### config.mk
export PLATFORM = sky130hd
export DESIGN_NAME = line_debouncer
export DESIGN_NICKNAME = d
export VERILOG_FILES = /design/src/rtl/line_debouncer.sv
export SDC_FILE = /design/constraint.sdc
export NUM_CORES = 1
export LEC_CHECK = 0
export CAP_MARGIN = 20
export CORE_AREA = 4 4 41 43
export DETAILED_ROUTE_END_ITERATION = 8
export DIE_AREA = 0 0 45 47
export PLACE_DENSITY = 0.61
export SLEW_MARGIN = 5
export SYNTH_ARGS = -nofsm -noshare
export SYNTH_HDL_FRONTEND = slang
export SYNTH_SLANG_ARGS = --single-unit
### constraint.sdc
create_clock -name clk -period 1.15 [get_ports clk]
set_clock_uncertainty 0.1 [all_clocks]
set_input_delay 0.1725 -clock clk [delete_from_list [all_inputs] [get_ports clk]]
set_output_delay 0.1725 -clock clk [all_outputs]
set_load 0.01 [all_outputs]
### src/rtl/line_debouncer.sv
// Debounces an asynchronous single-bit line. The line passes through a flop synchroniser,
// then a run counter accepts a new level only after it has been held for STABLE_CYCLES clocks.
module line_debouncer #(
    parameter int unsigned STABLE_CYCLES = 16,
    parameter int unsigned SYNC_STAGES   = 2,
    parameter logic        INIT_LEVEL    = 1'b1
) (
    input  logic clk,
    input  logic reset,
    input  logic line,
    output logic debounced_line,
    output logic rise_pulse,
    output logic fall_pulse,
    output logic stable
);

    localparam int unsigned CNT_W = $clog2(STABLE_CYCLES + 1);
    localparam logic [CNT_W-1:0] CNT_LAST = CNT_W'(STABLE_CYCLES - 1);

    logic [SYNC_STAGES-1:0] sync_reg;
    logic                   sync_q;
    logic [CNT_W-1:0]       cnt_reg;
    logic [CNT_W-1:0]       cnt_next;
    logic                   debounced_reg;
    logic                   debounced_next;
    logic                   rise_reg;
    logic                   rise_next;
    logic                   fall_reg;
    logic                   fall_next;

    // Plain shift chain: no logic between stages, so metastability has a full clock to settle.
    always_ff @(posedge clk or posedge reset) begin
        if (reset) begin
            sync_reg <= {SYNC_STAGES{INIT_LEVEL}};
        end else begin
            sync_reg <= {sync_reg[SYNC_STAGES-2:0], line};
        end
    end

    assign sync_q = sync_reg[SYNC_STAGES-1];

    always_ff @(posedge clk or posedge reset) begin
        if (reset) begin
            cnt_reg       <= '0;
            debounced_reg <= INIT_LEVEL;
            rise_reg      <= 1'b0;
            fall_reg      <= 1'b0;
        end else begin
            cnt_reg       <= cnt_next;
            debounced_reg <= debounced_next;
            rise_reg      <= rise_next;
            fall_reg      <= fall_next;
        end
    end

    // Any sample agreeing with the current output restarts the run, which is what rejects glitches.
    always_comb begin
        cnt_next       = '0;
        debounced_next = debounced_reg;
        rise_next      = 1'b0;
        fall_next      = 1'b0;
        if (sync_q != debounced_reg) begin
            if (cnt_reg == CNT_LAST) begin
                debounced_next = sync_q;
                rise_next      = sync_q;
                fall_next      = ~sync_q;
            end else begin
                cnt_next = cnt_reg + 1'b1;
            end
        end
    end

    assign debounced_line = debounced_reg;
    assign rise_pulse     = rise_reg;
    assign fall_pulse     = fall_reg;
    assign stable         = (sync_q == debounced_reg);

endmodule

== Yosys cells after proc, flatten, opt, wreduce, memory -nomap -nowiden ==
Cells that the tools add are included.
W data, S select, Z words.
Storage, ports and cells
  register bits: 10
  latch bits: 0
  RAM bits: 0
  bits in read-only memories: 0
  input port bits: 3
  output and inout port bits: 4
  logic and storage cells: 17
  memories kept: 0
Operators by class
  add/sub/neg operators: 1
  $mul: 0
  div/mod/pow operators: 0
  magnitude comparators: 0
  equality and inequality tests: 3
  shifts and indexed selects: 0
  muxes and demuxes: 6
  bitwise gates (word level): 1
  reduce and logical (&&, ||, !) cells: 1
Operator list (count)
  $mux W5: 2
  $add A5 B1 Y5 const B: 1
  $eq A5 B4 Y1 const B: 1
  $mux W1: 4
  $reduce_and A2 Y1: 1
  $eq A1 B1 Y1: 1
  $ne A1 B1 Y1: 1
  $not A1 Y1: 1

== Depth between registers and ports, before layout ==
  depth in word-level cells: 3
  gate-level depth with buffers: 4
  mapped depth without buffers: 4

== Worst setup path after synthesis ==
Ideal clock, no wire load.
  kind: reg-to-reg
  start point: register cnt_reg[0]
  end point: register debounced_reg, in the netlist debounced_line
  library setup time: 0.082 ns
  arrival: 1.035 ns
  data required time: 0.968 ns
  setup slack: -0.068 ns
  stages on the path, launching flop included: 4
  path buffers: 0
  period minus slack after synthesis: 1.218 ns
  cells stage by stage: dfrtp_1 ha_1 nand4b_4 mux2_4
Between the ends
  word-level cells in the longest chain between the ends: 2
Ends and longest elaborated chain
  start, declared: RTL line 22  | logic [CNT_W-1:0] cnt_reg;
  start signal, assigned: RTL line 49  | cnt_reg <= cnt_next;
  $eq A5 B4 Y1: RTL line 63  | if (cnt_reg == CNT_LAST) begin
  $reduce_and A2 Y1 (no line)
  end signal, assigned: RTL line 50  | debounced_reg <= debounced_next;
  end, declared: RTL line 24  | logic debounced_reg;
No other way between the ends.
A chain may end at the register's enable or synchronous reset.

== Worst setup path after layout ==
  start point: register debounced_reg, in the netlist debounced_line
  end point: output stable
Between the ends
  word-level cells in the longest chain between the ends: 1
Ends and longest elaborated chain
  $eq A1 B1 Y1: RTL line 76  | assign stable = (sync_q == debounced_reg);
  end, declared: RTL line 14  | output logic stable
No other way between the ends.

==> impl_metrics.env <==
export IMPL_synth_cells=28
export IMPL_diodes=0
export IMPL_critPathKind="flip-flop to primary output"
export IMPL_io_pins=7
export IMPL_ant_nets=0
export IMPL_crit_path_end_kind="primary output"
export IMPL_finalCritPeriodShare=1.25
export IMPL_relSlewSlack=0.763
export IMPL_finalSetupViolations=7
export IMPL_core_area_mm2=0.00130
export IMPL_worstPathRequired_ns=0.88
export IMPL_final_cell_mix="dfrtp_1, buf_6"
export IMPL_syn_area_um2=392
export IMPL_clockRootBuffer="clkbuf_4"
export IMPL_first_iter_violations=1
export IMPL_yosys_warnings=0
export IMPL_cts_tree="yes"
export IMPL_hold_path_class="input pin to async pin"
export IMPL_grt_overflow=0
export IMPL_clkLatencyLatePin_ns=0.26
export IMPL_cts_setup_buffers=0
export IMPL_r2r_start="debounced_line"
export IMPL_drv_slew=0
export IMPL_design_area_um2=586
export IMPL_reg2reg_to="cnt_reg[4]"
export IMPL_post_drt_wl_per_cell_um=11.9
export IMPL_grtUsageTotal=0.0817
export IMPL_cellPowerDensity_mw_per_mm2=1280
export IMPL_yosysSeqAreaShare=0.649
export IMPL_layout_drive_gt1_share=0.605
export IMPL_die_width_um=45
export IMPL_io_buffers=6
export IMPL_die_h_um=47
export IMPL_h_tree_depth=1
export IMPL_worstMarginPinSlew_ns=0.355
export IMPL_grt_pass1_vias=290
export IMPL_die_area_mm2=0.00212
export IMPL_setup_slack_ns=-0.286
export IMPL_r2r_setup_slack_ns=-0.09
export IMPL_place_worst_setup_slack_ns=-0.372
export IMPL_layout_commonest_cell="dfrtp_1"
export IMPL_clkSinkCount=10
export IMPL_path_clk_slew_ns=0.06
export IMPL_violations="negative setup slack"
export IMPL_vias_per_cell=4.53
export IMPL_place_gp_congestion=0.698
export IMPL_synth_area_per_cell_um2=14.0
export IMPL_antenna_found_initial=0
export IMPL_num_rows=13
export IMPL_drc_errors=0
export IMPL_first_pass_iters=4
export IMPL_irDropWorstVdd_uv=603
export IMPL_finalWirelength_um=688
export IMPL_status="finished with violations"
export IMPL_p_leak_nw=0.303
export IMPL_drv_cap=0
export IMPL_utilization=0.450
export IMPL_yosysTopAreaCell="dfrtp_1"
export IMPL_hold_violations=0
export IMPL_area_delta_synth_final_pct=49.5
export IMPL_crit_arrival_ns=1.16
export IMPL_synthesis_nets=32
export IMPL_nNetsFinal=48
export IMPL_synth_area_leaders="dfrtp_1, dfstp_2, nand4b_4"
export IMPL_crit_fanout=2
export IMPL_grt_max_degree=11
export IMPL_cts_made_buffers=3
export IMPL_grt_pass1_wl_um=1210
export IMPL_crit_path_start_kind="flip-flop"
export IMPL_yosys_cell_types_count=14
export IMPL_min_period_ns=1.44
export IMPL_vias=263
export IMPL_largest_reg_flops=5
export IMPL_rsz0062_at_grt="true"
export IMPL_fmax_mhz=696
export IMPL_start_util=0.301
export IMPL_place_area_um2=518
export IMPL_yosys_register_bits=10
export IMPL_clockBufferDepth=2
export IMPL_rr_worst_depth=4
export IMPL_yosys_area_top_type_share=0.447
export IMPL_crit_path_start="debounced_line"
synth_stat cells:
cell and n:
ha_1 1, and3_2 1, xnor2_1 1, nand2_1 2
nand4b_4 1, nor2_1 3, inv_1 2, nor3b_1 2
mux2_4 1, xor2_1 2, a31oi_1 1, nand3_1 1
dfstp_2 3, dfrtp_1 7
layout make-up:
type	instances	area, µm²
fillers	119	716
flip-flops and latches	10	254
multi-input cells	16	171
repair buffers	11	97.6
clock buffers	4	36.3
well taps	15	18.8
inverters	2	7.51
per-layer routing:
metal	wire (µm)	share of wire	vias up	GRT usage
met5	0	0	-	0
met4	0	0	0	0.0351
met3	40	0.058	0	0.0268
met2	415	0.60	7	0.158
met1	232	0.34	131	0.0780
li1	-	-	125	-
worst max-delay path, cell delays in order (launching register included):
cell     delay, ns
dfstp_2       0.56
xor2_2        0.16
inv_2         0.07
buf_6         0.12
cell families (layout without fill, tap and decap cells):
logic type / Yosys count / in the layout / synth area share
mux: 1 / 1 / 0.0383
simple gates: 10 / 10 / 0.179
xor+xnor: 3 / 3 / 0.0671
buf+inv: 2 / 17 / 0.0192
compound gates: 1 / 1 / 0.0160
fa+ha+maj: 1 / 1 / 0.0319
flops: 10 / 10 / 0.649
timing repair:
action / in CTS / in global routing
setup endpoints to repair: 10 / 10
hold buffers: 0 / 0
pin swaps: 4 / 1
gates resized for setup: 18 / 7
endpoints found under the hold margin: 0 / 0
worst max-delay path by stage:
stage / slack (ns) / end
after floorplan: -0.02 / debounced_line
after global placement: -0.34 / stable
after detailed placement: -0.37 / stable
after CTS: -0.32 / stable
after global routing: -0.34 / stable
final: -0.29 / stable
where the power goes:
group          switching [mW]  internal [mW]  total [mW]
clock network           0.108          0.192       0.299
registers              0.0134          0.367       0.381
logic                  0.0270         0.0412      0.0683
total                   0.148          0.600       0.748
through the flow:
| step | setup TNS (ns) | total power, mW | hold slack, ns | instances |
|---|---|---|---|---|
| 2_1_floorplan | -0.0203 | 0.408 | -0.0895 | 28 |
| 3_3_place_gp | -0.686 | 0.434 | 0.249 | 54 |
| 3_5_place_dp | -0.827 | 0.439 | 0.249 | 54 |
| 4_1_cts | -0.666 | 0.759 | 0.0854 | 58 |
| 5_1_grt | -1.00 | 0.791 | 0.120 | 58 |
| 6_report | -0.650 | 0.748 | 0.0767 | 58 |
(Power assumes the default switching activity.)
